<file path="src/rtl/control_recibir_param_pkg.sv">
// rtl/control_recibir_param_pkg.sv - shared state encodings and width helper for the capture sequencer
package control_recibir_param_pkg;

    typedef enum logic [1:0] {
        ST_IDLE    = 2'b00,
        ST_CAPTURE = 2'b01,
        ST_ACTIVE  = 2'b10
    } state_e;

    // Counter/index width that never collapses to zero bits for tiny ranges
    function automatic int unsigned clog2_min1(input int unsigned v);
        return (v <= 1) ? 1 : $clog2(v);
    endfunction

endpackage

</file>
<file path="src/rtl/control_recibir_param_contador_timeout.sv">
// rtl/control_recibir_param_contador_timeout.sv - saturating idle counter with terminal-count pulse
module contador_timeout
    import control_recibir_param_pkg::*;
#(
    parameter int unsigned N = 1000000
) (
    input  logic clk,
    input  logic rst,
    input  logic clr,
    input  logic en,
    output logic tc
);

    localparam int unsigned W    = clog2_min1(N + 1);
    localparam int unsigned LAST = (N == 0) ? 0 : N - 1;

    logic [W-1:0] cnt_q;
    logic [W-1:0] cnt_d;

    // Clear has priority; count up while enabled and hold at the last value
    always_comb begin
        cnt_d = cnt_q;
        if (clr || (N == 0)) begin
            cnt_d = '0;
        end else if (en && (cnt_q != LAST[W-1:0])) begin
            cnt_d = cnt_q + W'(1);
        end
    end

    // Counter register
    always_ff @(posedge clk) begin
        if (!rst) begin
            cnt_q <= '0;
        end else begin
            cnt_q <= cnt_d;
        end
    end

    // Fires in the cycle whose edge would complete N idle cycles; N=0 never fires
    assign tc = (N != 0) && en && !clr && (cnt_q == LAST[W-1:0]);

endmodule

</file>
<file path="src/rtl/control_recibir_param.sv">
// rtl/control_recibir_param.sv - PS/2 digit capture sequencer with backspace, cancel and timeout
module control_recibir_param
    import control_recibir_param_pkg::*;
#(
    parameter  int unsigned NUM_DIGITS     = 4,
    parameter  int unsigned ACTIVE_CYCLES  = 2,
    parameter  int unsigned TIMEOUT_CYCLES = 1000000,
    localparam int unsigned IDX_W          = clog2_min1(NUM_DIGITS)
) (
    input  logic                  clk,
    input  logic                  rst,
    input  logic                  inicio_datos,
    input  logic                  cod_verificado,
    input  logic                  cod_borrar,
    input  logic                  cod_cancelar,
    output logic [NUM_DIGITS-1:0] registros,
    output logic [IDX_W-1:0]      indice,
    output logic                  active,
    output logic                  ocupado,
    output logic                  error_timeout
);

    localparam int unsigned ACT_W = clog2_min1(ACTIVE_CYCLES + 1);
    localparam logic [IDX_W-1:0] LAST_IDX = IDX_W'(NUM_DIGITS - 1);
    localparam logic [ACT_W-1:0] ACT_LAST = ACT_W'(ACTIVE_CYCLES - 1);

    state_e           state_q;
    state_e           state_d;
    logic [IDX_W-1:0] indice_q;
    logic [IDX_W-1:0] indice_d;
    logic [ACT_W-1:0] act_cnt_q;
    logic [ACT_W-1:0] act_cnt_d;
    logic             err_q;
    logic             err_d;

    logic in_capture;
    logic evento;
    logic tmr_tc;

    // A digit or backspace key restarts the idle window; outside CAPTURE the timer is held at 0
    assign in_capture = (state_q == ST_CAPTURE);
    assign evento     = cod_verificado || cod_borrar;

    contador_timeout #(
        .N (TIMEOUT_CYCLES)
    ) u_timeout (
        .clk (clk),
        .rst (rst),
        .clr (!in_capture || evento),
        .en  (in_capture),
        .tc  (tmr_tc)
    );

    // Next state: cancel beats digit beats backspace beats timeout
    always_comb begin
        state_d   = state_q;
        indice_d  = indice_q;
        act_cnt_d = act_cnt_q;
        err_d     = 1'b0;
        case (state_q)
            ST_IDLE: begin
                if (inicio_datos) begin
                    state_d  = ST_CAPTURE;
                    indice_d = '0;
                end
            end
            ST_CAPTURE: begin
                if (cod_cancelar) begin
                    state_d  = ST_IDLE;
                    indice_d = '0;
                end else if (cod_verificado) begin
                    if (indice_q == LAST_IDX) begin
                        state_d   = ST_ACTIVE;
                        indice_d  = '0;
                        act_cnt_d = '0;
                    end else begin
                        indice_d = indice_q + IDX_W'(1);
                    end
                end else if (cod_borrar) begin
                    if (indice_q != '0) begin
                        indice_d = indice_q - IDX_W'(1);
                    end
                end else if (tmr_tc) begin
                    state_d  = ST_IDLE;
                    indice_d = '0;
                    err_d    = 1'b1;
                end
            end
            ST_ACTIVE: begin
                if (act_cnt_q == ACT_LAST) begin
                    state_d = ST_IDLE;
                end else begin
                    act_cnt_d = act_cnt_q + ACT_W'(1);
                end
            end
            default: begin
                state_d   = ST_IDLE;
                indice_d  = '0;
                act_cnt_d = '0;
            end
        endcase
    end

    // State, index, active counter and error pulse registers
    always_ff @(posedge clk) begin
        if (!rst) begin
            state_q   <= ST_IDLE;
            indice_q  <= '0;
            act_cnt_q <= '0;
            err_q     <= 1'b0;
        end else begin
            state_q   <= state_d;
            indice_q  <= indice_d;
            act_cnt_q <= act_cnt_d;
            err_q     <= err_d;
        end
    end

    // Moore outputs decoded from registered state
    assign registros     = in_capture ? (NUM_DIGITS'(1) << indice_q) : '0;
    assign indice        = indice_q;
    assign active        = (state_q == ST_ACTIVE);
    assign ocupado       = in_capture;
    assign error_timeout = err_q;

endmodule
</file>
<file path="config.mk">
export PLATFORM = sky130hd
export DESIGN_NAME = control_recibir_param
export DESIGN_NICKNAME = d
export VERILOG_FILES = /design/src/rtl/control_recibir_param_pkg.sv /design/src/rtl/control_recibir_param_contador_timeout.sv /design/src/rtl/control_recibir_param.sv
export SDC_FILE = /design/constraint.sdc
export NUM_CORES = 1
export LEC_CHECK = 0
export ABC_AREA = 1
export CORE_UTILIZATION = 30
export CTS_BUF_LIST = sky130_fd_sc_hd__clkbuf_8 sky130_fd_sc_hd__clkbuf_16
export CTS_CLUSTER_SIZE = 20
export DETAILED_ROUTE_END_ITERATION = 7
export GPL_TIMING_DRIVEN = 0
export PLACE_DENSITY = 0.48
export SYNTH_ARGS = -nofsm -noshare
export SYNTH_HDL_FRONTEND = slang
export SYNTH_HIERARCHICAL = 1
export SYNTH_SLANG_ARGS = --single-unit
</file>
<file path="constraint.sdc">
create_clock -name clk -period 5.5 [get_ports clk]
set_input_delay 1.1 -clock clk [delete_from_list [all_inputs] [get_ports clk]]
set_output_delay 1.1 -clock clk [all_outputs]
set_load 0.05 [all_outputs]
</file>
==> impl_metrics.csv <==
group,metric,value,unit
global_routing,grt_most_used_layer,"met2",
detailed_routing,detailroute.via_count,1718,
clock_network,cts_resized,0,
detailed_routing,detail_route.wirelength,4.11,mm
sta,final.min_clock_period,3.06,ns
global_routing,grt.met2_usage,23.5,%
global_routing,pin_count_of_the_biggest_net_entering_global_routing,15,
global_routing,initial_antenna_violation_count,0,
critical_path,timing.critical_path.fanout_max,11,
finish,num_antenna_cells,0,
yosys,fraction_of_the_mapped_netlist_area_in_compound_gates,4.93,%
outcome,outcome,"complete, no violations",
yosys,synth-simple-area-share,48.6,%
detailed_routing,wire_per_inst,10.5,um
min_path,min-delay-path-class,"flop to flop",
sta,final.setup.tns,0,ns
sta,worst-slew-pin-transition,0.762,ns
power_and_ir_drop,p_seq_share,36.1,%
sta,report.final.setup_viol,0,
power_and_ir_drop,powerDensity,320,mW/mm^2
finish,final_layout_size_suffix_gt1_share,6.60,%
power_and_ir_drop,irDropWorstVdd,136,uV
placement,dp_hpwl,3.15,mm
clock_network,cts-root-buf,"clkbuf_8",
yosys,synth_fa_ha_area_share,4.29,%
critical_path,worst_setup_path_end_kind,"output port",
yosys,post_synth_inst_count,300,
critical_path,regToRegSetupSlack,3.25,ns
yosys,seq_area_frac_synth,30.9,%
global_routing,grt_overflow,0,
critical_path,cp_data_required_time,4.40,ns
clock_network,cts_sinks,27,
power_and_ir_drop,power.switching,293,uW
detailed_routing,drt.antenna.violating_nets,0,
critical_path,worst_ep_arrival_time,1.96,ns
clock_network,clk_latency,0.27,ns
power_and_ir_drop,p_int,356,uW
detailed_routing,detailed_routing_iteration_count_for_the_pre_antenna_repair_pass,4,
clock_network,clockBufferDepth,2,
global_routing,grt.met1_usage,20.5,%
finish,final_util,36.3,%
detailed_routing,post-route-drc-count,0,
yosys,ys_warn_count,6,
critical_path,cp-start-kind,"flop",
clock_network,postCtsSetupBuffers,0,
detailed_routing,dr.first_iter.drc_count,105,
flow_run,drv_cap,0,
clock_network,clk_pin_slew_worst_setup_hold_paths,0.09,ns
sta,drv_slew,0,
sta,final-hold-violation-count,0,
floorplanning,total_die_area,0.00614,sq mm
critical_path,ordered_cell_list_for_the_critical_path,"inv_2 > nor2_4 > clkdlybuf4s50_1",
clock_network,cts.htree.levels,1,
sta,finalClockSkew,0.00247,ns
placement,gp_congestion,0.813,
global_routing,groute.usage.overall,14.8,%
global_routing,global_route_wire_length_before_repair,7.23,mm
power_and_ir_drop,combPwrFrac,46.7,%
clock_network,cts_tree,"built",
placement,placement.setup.worst_slack,2.34,ns
sta,max_clock_freq,327,MHz
finish,final_net_count,331,
floorplanning,die_w,78.4,um
clock_network,cts_hold_buffers,0,
yosys,yosys.area_share.xor_xnor,0.500,%
sta,rsz_0062_raised_after_global_routing,"false",
yosys,syn-cell-area,0.00175,sq mm
critical_path,critPathSlowestCell,"clkdlybuf4s50_1",
floorplanning,die_height,78.4,um
finish,final_design_area_no_fill,0.00203,sq mm
yosys,synth_seq_cells,27,
yosys,synth_area_per_cell,5.83,sq um
global_routing,globalRouteMet3Util,2.91,%
floorplanning,num_rows,27,
yosys,synth_mux_area_share,0,%
sta,slew-limit-headroom,49.0,%
power_and_ir_drop,swShare,45.2,%
critical_path,critPathMaxStageDelay,0.87,ns
floorplanning,core_area,0.00557,sq mm
finish,synthToLayoutAreaGrowth,15.7,%
detailed_routing,detail_route.vias_per_cell,4.41,
critical_path,setup.worst_path.class,"flop to output port",
global_routing,grt_pass1_vias,1590,
power_and_ir_drop,clockPowerShare,17.3,%
yosys,synth.net_count,312,
placement,io_buf_count,14,
sta,fin_hold_ws,0.476,ns
floorplanning,starting_density,31.4,%
yosys,synth_cell_types,21,
power_and_ir_drop,cellLeakagePower,0.823,nW
sta,final_critical_path_setup_slack,2.44,ns
floorplanning,num_io_pins,15,
placement,postPlaceCellArea,0.00198,sq mm
yosys,synth_top_family_by_area,"simple AND/OR/NAND/NOR gates",
clock_network,tritoncts.num_buffers,3,
sta,finalCritPeriodShare,55.6,%
[final cells by class]
class                   instances  area [sq um]
fillers                       635          3550
multi-input cells             223          1020
clock buffers                   3          41.3
clock inverters                 1          3.75
flip-flops and latches         27           541
well taps                      72          90.1
inverters                      48           180
repair buffers                 14           140
plain buffers                   2          8.76
[state kept, by name (all words and copies together), names as in the netlist]
signal	cells
act_cnt_q	2
error_timeout	1
indice	2
state_q	2
u_timeout/cnt_q	20
[kinds of logic after synthesis]
group,after synthesis
DFF,27
buffers and inverters,50
adders and majority gates,6
xor gates and xnor gates,1
and+or+nand+nor,199
AOI/OAI and AO/OA,17
[placed cells by master (no fill, tap or decap)]
cell / instances
a21oi_1: 7
a31oi_1: 1
buf_2: 1
clkbuf_1: 1
clkbuf_8: 3
clkdlybuf4s50_1: 14
dfxtp_1: 27
ha_1: 6
inv_1: 45
inv_2: 4
nand2_1: 75
nand2_2: 3
nand3_1: 21
nand3_2: 1
nand3b_1: 3
nand4_1: 4
nor2_1: 78
nor2_2: 6
nor2_4: 2
nor3_1: 5
nor3_2: 1
o21ai_0: 9
xor2_1: 1
[routing by layer]
| layer | wire length (um) | part of all wire, % |
|---|---|---|
| met2 | 1790 | 44 |
| met4 | 29 | 0.71 |
| met5 | 0 | 0 |
| met1 | 2160 | 53 |
| met3 | 125 | 3.0 |
[critical path, delay by kind of cell, from the launching register on]
family	cells	cell delay [ns]
and+or+nand+nor	1	0.27
DFF	1	0.46
buffers and inverters	2	0.97
[cell usage after synthesis]
| cell type | number | area, sq um |
|---|---|---|
| buf_2 | 1 | 5.00 |
| nand2_2 | 3 | 18.8 |
| clkbuf_1 | 1 | 3.75 |
| nor2_2 | 6 | 37.5 |
| nor3_2 | 1 | 10.0 |
| o21ai_0 | 9 | 45.0 |
| nand2_1 | 75 | 282 |
| nor2_4 | 2 | 22.5 |
| nor3_1 | 5 | 25.0 |
| nand3_2 | 1 | 10.0 |
| inv_2 | 4 | 15.0 |
| nand3_1 | 21 | 105 |
| inv_1 | 44 | 165 |
| a21oi_1 | 7 | 35.0 |
| a31oi_1 | 1 | 6.26 |
| ha_1 | 6 | 75.1 |
| nand4_1 | 4 | 25.0 |
| dfxtp_1 | 27 | 541 |
| nor2_1 | 78 | 293 |
| xor2_1 | 1 | 8.76 |
| nand3b_1 | 3 | 22.5 |
[power groups by stage]
| stage | Sequential (mW) | Clock, mW | Combinational (mW) |
|---|---|---|---|
| 6_report | 0.234 | 0.112 | 0.303 |
| 3_3_place_gp | 0.239 | 0 | 0.303 |
| 3_5_place_dp | 0.240 | 0 | 0.306 |
| 4_1_cts | 0.235 | 0.119 | 0.307 |
| 5_1_grt | 0.239 | 0.128 | 0.344 |
| 2_1_floorplan | 0.255 | 0 | 0.202 |
[final timing paths]
check                      from      endpoint  depth (start not counted)
min reg2reg        act_cnt_q[0]  act_cnt_q[0]                          2
min                act_cnt_q[0]  act_cnt_q[0]                          2
max reg2reg  u_timeout/cnt_q[0]    state_q[0]                         12
max                  state_q[0]       ocupado                          3
[stage by stage]
stage          power (mW)  std cells
4_1_cts             0.661        390
3_3_place_gp        0.542        386
2_1_floorplan       0.457        300
3_5_place_dp        0.546        386
6_report            0.649        390
5_1_grt             0.711        390
(Power assumes the default switching activity.)
